File: src/rtl/rv_pkg.sv
// Shared defaults for the integer register file and the address-width helper
// used to size register indices.
package rv_pkg;

  localparam int XLEN_DEFAULT  = 32;
  localparam int NREGS_DEFAULT = 32;

  function automatic int addr_width(input int nregs);
    return (nregs > 1) ? $clog2(nregs) : 1;
  endfunction

endpackage

File: src/rtl/regfile_scoreboard.sv
// Per-register busy scoreboard: issue marks a destination busy, a clearing
// writeback releases it, and read ports look up the registered busy bits.
module regfile_scoreboard
  import rv_pkg::*;
#(
  parameter int NREGS    = NREGS_DEFAULT,
  parameter int NRD      = 2,
  parameter int NWR      = 1,
  parameter int ZERO_REG = 1,
  parameter int AW       = addr_width(NREGS)
) (
  input  logic                clk,
  input  logic                rst_n,
  input  logic [NRD*AW-1:0]   rd_addr,
  input  logic [NWR-1:0]      we,
  input  logic [NWR*AW-1:0]   wa,
  input  logic [NWR-1:0]      wclr,
  input  logic                iss_valid,
  input  logic [AW-1:0]       iss_rd,
  output logic [NRD-1:0]      rd_busy,
  output logic [NREGS-1:0]    busy_vec
);

  logic [NREGS-1:0] busy_q;
  logic [NREGS-1:0] busy_d;
  logic [NREGS-1:0] set_vec;
  logic [NREGS-1:0] clr_vec;

  // Set is applied after clear so a new producer supersedes the retiring one.
  always_comb begin
    set_vec = '0;
    clr_vec = '0;
    for (int j = 0; j < NWR; j++) begin
      if (we[j] && wclr[j]) clr_vec[wa[j*AW +: AW]] = 1'b1;
    end
    if (iss_valid && !(ZERO_REG != 0 && iss_rd == '0)) set_vec[iss_rd] = 1'b1;
    busy_d = (busy_q & ~clr_vec) | set_vec;
  end

  always_ff @(posedge clk or negedge rst_n) begin
    if (!rst_n) busy_q <= '0;
    else        busy_q <= busy_d;
  end

  assign busy_vec = busy_q;

  for (genvar gi = 0; gi < NRD; gi++) begin : g_rd_busy
    logic [AW-1:0] addr;
    assign addr = rd_addr[gi*AW +: AW];
    assign rd_busy[gi] = (ZERO_REG != 0 && addr == '0) ? 1'b0 : busy_q[addr];
  end

endmodule

File: src/rtl/regfile_mp_sb.sv
// Multi-port integer register file with same-cycle write bypass, optional
// hardwired zero register and a busy scoreboard for hazard detection.
module regfile_mp_sb
  import rv_pkg::*;
#(
  parameter int XLEN     = XLEN_DEFAULT,
  parameter int NREGS    = NREGS_DEFAULT,
  parameter int NRD      = 2,
  parameter int NWR      = 1,
  parameter int BYPASS   = 1,
  parameter int ZERO_REG = 1,
  localparam int AW      = addr_width(NREGS)
) (
  input  logic                  clk,
  input  logic                  rst_n,
  input  logic [NRD*AW-1:0]     rd_addr,
  output logic [NRD*XLEN-1:0]   rd_data,
  output logic [NRD-1:0]        rd_busy,
  input  logic [NWR-1:0]        we,
  input  logic [NWR*AW-1:0]     wa,
  input  logic [NWR*XLEN-1:0]   wd,
  input  logic [NWR-1:0]        wclr,
  input  logic                  iss_valid,
  input  logic [AW-1:0]         iss_rd,
  output logic [NREGS-1:0]      busy_vec
);

  logic [XLEN-1:0] mem_q [NREGS];
  logic [XLEN-1:0] mem_d [NREGS];

  // Ports are applied in ascending order so the highest port wins a conflict.
  always_comb begin
    mem_d = mem_q;
    for (int j = 0; j < NWR; j++) begin
      if (we[j] && !(ZERO_REG != 0 && wa[j*AW +: AW] == '0)) begin
        mem_d[wa[j*AW +: AW]] = wd[j*XLEN +: XLEN];
      end
    end
  end

  always_ff @(posedge clk or negedge rst_n) begin
    if (!rst_n) begin
      for (int i = 0; i < NREGS; i++) mem_q[i] <= '0;
    end else begin
      mem_q <= mem_d;
    end
  end

  for (genvar gi = 0; gi < NRD; gi++) begin : g_rd
    logic [AW-1:0]   addr;
    logic [XLEN-1:0] data;

    assign addr = rd_addr[gi*AW +: AW];

    // Zero-register masking is applied last so it overrides any bypass hit.
    always_comb begin
      data = mem_q[addr];
      if (BYPASS != 0) begin
        for (int j = 0; j < NWR; j++) begin
          if (we[j] && wa[j*AW +: AW] == addr) data = wd[j*XLEN +: XLEN];
        end
      end
      if (ZERO_REG != 0 && addr == '0) data = '0;
    end

    assign rd_data[gi*XLEN +: XLEN] = data;
  end

  regfile_scoreboard #(
    .NREGS    (NREGS),
    .NRD      (NRD),
    .NWR      (NWR),
    .ZERO_REG (ZERO_REG),
    .AW       (AW)
  ) u_scoreboard (
    .clk       (clk),
    .rst_n     (rst_n),
    .rd_addr   (rd_addr),
    .we        (we),
    .wa        (wa),
    .wclr      (wclr),
    .iss_valid (iss_valid),
    .iss_rd    (iss_rd),
    .rd_busy   (rd_busy),
    .busy_vec  (busy_vec)
  );

endmodule
File: config.mk
export PLATFORM = sky130hd
export DESIGN_NAME = regfile_mp_sb
export DESIGN_NICKNAME = d
export VERILOG_FILES = /design/src/rtl/rv_pkg.sv /design/src/rtl/regfile_scoreboard.sv /design/src/rtl/regfile_mp_sb.sv
export SDC_FILE = /design/constraint.sdc
export NUM_CORES = 2
export LEC_CHECK = 0
export CAP_MARGIN = 20
export CORE_MARGIN = 2
export CORE_UTILIZATION = 35
export CTS_BUF_LIST = sky130_fd_sc_hd__clkbuf_8 sky130_fd_sc_hd__clkbuf_16
export DETAILED_ROUTE_END_ITERATION = 7
export PLACE_DENSITY_LB_ADDON = 0.12
export SYNTH_ARGS = -nofsm -noshare
export SYNTH_HDL_FRONTEND = slang
export SYNTH_SLANG_ARGS = --single-unit
File: constraint.sdc
create_clock -name clk -period 2.4 [get_ports clk]
set_clock_uncertainty 0.2 [all_clocks]
set_input_delay 0.36 -clock clk [delete_from_list [all_inputs] [get_ports clk]]
set_output_delay 0.36 -clock clk [all_outputs]
set_load 0.1 [all_outputs]
=== Word-level counts from Yosys, hierarchy flattened ===
Index checks and enable logic that the tools add are counted.

* Magnitude comparators: 10
* Equality and inequality tests: 2
* Muxes and demuxes: 25
* Bitwise gates (word level): 6
* Reduce and logical (&&, ||, !) cells: 14

{| class="wikitable"
|+ Operators by type and width
! operator !! number
|-
| 1024-bit bitwise mux || 1
|-
| 32-bit two-way mux || 11
|-
| 32-bit binary-select mux with 5-bit select || 2
|-
| 32-bit demux with 5-bit select || 1
|-
| 32-bit AND || 1
|-
| 32-bit inverter || 1
|-
| 32-bit bitwise OR || 1
|-
| 5-bit by 6-bit less-than comparator with 1-bit output, second input constant || 4
|-
| 5-bit zero test || 4
|-
| 6-bit greater-or-equal comparator, second input constant || 3
|-
| 5-bit inverter with 6-bit output || 3
|-
| 1-bit binary-select mux with 5-bit select || 2
|-
| 1-bit demux with 5-bit select || 2
|-
| 5-bit == test || 2
|-
| 5-bit by 1-bit greater-or-equal comparator with 1-bit output, second input constant || 2
|-
| 1-bit logical AND || 8
|-
| 6-bit by 1-bit less-than comparator with 1-bit output, second input constant || 1
|-
| 1-bit two-way mux || 6
|-
| 1-bit zero test || 2
|}

* Flip-flop bits (word level): 1056
* Input port bits: 57
* Output and inout bits: 98
* Word-level logic and storage cells: 90

=== Logic depth before layout (Yosys ltp) ===
* Depth in word-level cells: 8
* Gate-level depth with buffers: 10
* Mapped depth without buffers: 5

=== Modules after synthesis ===
Synthesis repeated with hierarchy kept, for this count alone.

* Cells, all modules: 3979
* Area total of the unflattened synthesis: 56925.8 um2

{| class="wikitable"
|+ Modules (own cells, without submodules)
! module !! instances !! cells an instance !! area an instance (um2) !! seq. area each (um2)
|-
| regfile_mp_sb || 1 || 3772 || 54928.9 || 25624.6
|-
| regfile_scoreboard || 1 || 207 || 1996.9 || 800.8
|}

=== Worst setup path after synthesis ===
Ideal clock, no wire load.

* Kind: input-to-output
* From: input rd_addr[4]
* To: output rd_data[12]
* Arrival time: 3256 ps
* Slack: -1416 ps
* Stages on the path: 8
* Buffers on the path: 3
* Cells stage by stage: buf_2 and3b_1 clkbuf_1 buf_2 a22oi_1 nand2_1 or3_1 a31oi_1

* Longest elaborated chain between the ends: 6
* Elaborated cells on any way between the ends: 9

{| class="wikitable"
|+ Ends and longest elaborated chain
! what !! RTL line !! source
|-
| start: declaration || regfile_mp_sb.sv:16 || <nowiki>input logic [NRD*AW-1:0] rd_addr,</nowiki>
|-
| 5-bit inverter with 6-bit output (implied by the code) || regfile_mp_sb.sv:57 || <nowiki>data = mem_q[addr];</nowiki>
|-
| 32-bit binary-select mux with 5-bit select || regfile_mp_sb.sv:57 ||
|-
| 32-bit two-way mux (implied by the code) (2 in a row) || regfile_mp_sb.sv:57 ||
|-
| 32-bit two-way mux || regfile_mp_sb.sv:60 || <nowiki>if (we[j] && wa[j*AW +: AW] == addr) data = wd[j*XLEN +: XLEN];</nowiki>
|-
| 32-bit two-way mux * || regfile_mp_sb.sv:63 || <nowiki>if (ZERO_REG != 0 && addr == '0) data = '0;</nowiki>
|-
| end: declaration || regfile_mp_sb.sv:17 || <nowiki>output logic [NRD*XLEN-1:0] rd_data,</nowiki>
|}

Mark *: on every way between the ends. The rest lies on a longest branch, timed or not. The select of a mux whose other input is x is not followed.

=== Worst setup path in the final report ===
* From: register mem_q[958] (netlist bit)
* To: output rd_data[62]

* Longest elaborated chain between the ends: 5

{| class="wikitable"
|+ Ends and longest elaborated chain
! what !! RTL line !! source
|-
| start: declaration || regfile_mp_sb.sv:28 || <nowiki>logic [XLEN-1:0] mem_q [NREGS];</nowiki>
|-
| start signal: assignment || regfile_mp_sb.sv:45 || <nowiki>mem_q <= mem_d;</nowiki>
|-
| 32-bit binary-select mux with 5-bit select || regfile_mp_sb.sv:57 ||
|-
| 32-bit two-way mux (implied by the code) (2 in a row) || regfile_mp_sb.sv:57 ||
|-
| 32-bit two-way mux || regfile_mp_sb.sv:60 ||
|-
| 32-bit two-way mux || regfile_mp_sb.sv:63 ||
|}

Every way passes these cells. The select of a mux whose other input is x is not followed.

==> results.yml <==
cts:
  cts-root-buf: "clkbuf_16"
  insertion_delay_ps: 790
  cts_max_level: 4
  ctsLongestPathBuffers: 3
  clk_pin_slew_ps: 60
  cts_buffers: 134
  tritoncts: "done"
  clock_sinks: 1056
layout:
  design_area_mm2: 0.0755
  drive_above_1_share_pct: 60.4
  layout_common_cells: "dfrtp_1 (1024), mux2_2 (971), buf_4 (602)"
  multi_input_area_mm2: 0.0303
  fillers: 14100
  nNetsFinal: 4696
  final_common_cell: "dfrtp_1"
  seq_area_mm2: 0.0265
  area.growth.synth_to_final_pct: 32.8
status:
  status: "complete, but fails checks"
  violations: "negative setup slack"
grt:
  antenna_found_initial: 4
  grt_pass1_vias: 41600
  grt_use_total_pct: 27.3
  grt_max_degree: 100
  overflow: 0
  grt_pass1_wl_um: 325000
placement:
  post-place-ws_ps: -1380
  place.gp.congestion: 0.847
  placed_area_mm2: 0.0695
  hpwl_um: 155000
  port_buffers: 154
sta:
  timing.hold.ws_ps: 130
  fmax_mhz: 303
  period_needed_ps: 3300
  hold_violations: 0
  slew_viol_final: 0
  slew_headroom_pct: 57.5
  setup_tns_ps: -46400
  worst_slew_pin_slew_ps: 635
  rsz0062_at_grt: "yes"
  post-route-period-util_pct: 138
  layout_setup_ws_ps: -904
  setup_viol: 66
logic_synthesis:
  syn_area_mm2: 0.0569
  synth-edff-count: 0
  synthFlopType: "dfrtp_1"
  yosys_warnings: 0
  post-synth-top-area-cell: "dfrtp_1"
  yosys_register_bits: 1056
  synth_top_area_share_pct: 46.4
  async_reset_ff_share_pct: 100
  syn_area_per_cell_um2: 14.3
  ys_seq_area_share_pct: 46.4
  yosysUniqueCellTypes: 57
  synthTopCellsByArea: "dfrtp_1 (46%), mux2_2 (19%), mux4_2 (16%)"
  synth_nets: 4031
  syn_inst: 3974
worst_setup_path:
  crit_family: "compound AO/OA/AOI/OAI gates"
  crit_path_max_incr_delay_ps: 460
  crit_fanout: 3
  path_buf_inv: 1
  start_kind: "flop"
  crit_slowest_cell: "mux4_2"
  required_ps: 1840
  arrival_ps: 2740
  cp-end-kind: "primary output"
  critPathKind: "flop to primary output"
  cp_cell_sequence: "mux4_2, a211o_1, a221o_1, a32o_4, buf_12"
floorplanning:
  fp.dieH_um: 407
  core_mm2: 0.161
  rows: 147
  die_area_mm2: 0.166
  die_w_um: 407
  initial_core_util_pct: 35.4
  ios: 155
route:
  viasPerCell: 5.89
  routedWlPerCell_um: 33.0
  ant_nets: 0
  vias: 40700
  drt_wl_total_um: 228000
  drt_iter0_drc: 3554
  drc: 0
  first_pass_iters: 5
power:
  power_leakage_nw: 32.7
  peakVddDrop_mv: 0.765
  power.density_mw_per_mm2: 814
job:
  drv_cap: 0
worst_hold_path:
  min_path_type: "input port to flop"
==> what timing repair did <==
item / 4_1_cts / 5_1_grt
cloned: 3 / 3
pin swaps: 108 / 46
setup buffers: 31 / 8
hold buffers: 2 / 0
setup endpoints to repair: 66 / 66
hold endpoints to repair: 874 / 0
resized for setup: 189 / 55
==> kinds of logic (layout without fill, tap and decap cells) <==
| family | count (synthesis) | in the layout | synth area share, % |
|---|---|---|---|
| AOI/OAI and AO/OA | 509 | 509 | 6.23 |
| xor gates and xnor gates | 10 | 10 | 0.154 |
| buffers and inverters | 456 | 1227 | 4.12 |
| DFF | 1056 | 1056 | 46.4 |
| muxes | 1713 | 1713 | 41.1 |
| other | 0 | 1 | 0 |
| and+or+nand+nor | 230 | 231 | 1.91 |
==> state kept, by name, indices dropped and copies added (netlist names) <==
register and count:
mem_q 1024, u_scoreboard.busy_vec 32
==> final timing paths <==
check | startpoint | end | slack, ps | depth (start not counted)
worst max-delay path | mem_q[958]$_DFFE_PN0P_ | rd_data[62] | -900 | 5
worst min-delay path | wa[3] | u_scoreboard.busy_vec[7]$_DFF_PN0_ | 130 | 6
worst max register to register | mem_q[245]$_DFFE_PN0P_ | mem_q[245]$_DFFE_PN0P_ | 1250 | 2
worst min register to register | mem_q[995]$_DFFE_PN0P_ | mem_q[995]$_DFFE_PN0P_ | 190 | 0
max in group asynchronous | rst_n | mem_q[284]$_DFFE_PN0P_ | 590 | 4
min in group asynchronous | rst_n | mem_q[356]$_DFFE_PN0P_ | 230 | 3
==> cell usage after synthesis (5+ instances only) <==
| cell type | number |
|---|---|
| nand2b_1 | 6 |
| o21ai_0 | 105 |
| or4_1 | 5 |
| nor2_1 | 51 |
| nand2_1 | 97 |
| a31oi_1 | 10 |
| buf_2 | 130 |
| a22oi_1 | 123 |
| mux2i_1 | 318 |
| xnor2_1 | 10 |
| nand3_1 | 22 |
| buf_4 | 57 |
| o2bb2ai_1 | 10 |
| or3_1 | 7 |
| nand3b_1 | 10 |
| a21oi_1 | 69 |
| dfrtp_1 | 1056 |
| o221a_2 | 12 |
| buf_1 | 8 |
| mux2_2 | 972 |
| o221ai_1 | 43 |
| a32o_1 | 32 |
| mux2_1 | 22 |
| clkbuf_1 | 225 |
| mux4_2 | 401 |
| o22ai_1 | 41 |
| a211oi_1 | 41 |
| buf_6 | 29 |
| a22o_1 | 6 |
| nor2b_1 | 6 |
==> final cells by class <==
type,count,area share (%)
multi-input combinational,2463,40.1
sequential,1056,35.0
timing repair buffer,981,15.1
clock buffer,172,5.19
tap,2160,3.58
clock inverter,71,0.898
inverter,3,0.0149
antenna,1,0.00331
==> power breakdown <==
part	total, W	internal (W)	switching (W)	leakage, nW
registers	0.0236	0.0212	0.00241	13.5
logic	0.0167	0.00868	0.00806	16.8
clock network	0.0211	0.0127	0.00842	2.38
total	0.0615	0.0426	0.0189	32.7
==> metrics by stage <==
stage                     util [%]  power, W  instances
after global routing          46.9    0.0640       6907
final                         46.9    0.0615       6907
after detailed placement      43.2    0.0400       6622
after global placement        43.2    0.0397       6622
after floorplan                  -    0.0338       3974
after CTS                     46.7    0.0617       6894
==> tightest hold or removal path, cell delays in order <==
cell	delay (ps)
clkbuf_2	120
buf_4	190
or3b_1	160
buf_4	130
o21ai_0	60
o21ai_0	60
==> routing by layer <==
layer,GRT usage [%],wire length (um),share of wire [%],vias to the layer above
met2,42.1,104000,46,1363
met4,6.42,5130,2.2,2
met1,40.4,105000,46,22300
met3,4.30,13500,5.9,293
met5,0,13,0.0057,-
li1,-,-,-,16700
(Power assumes the default switching activity.)
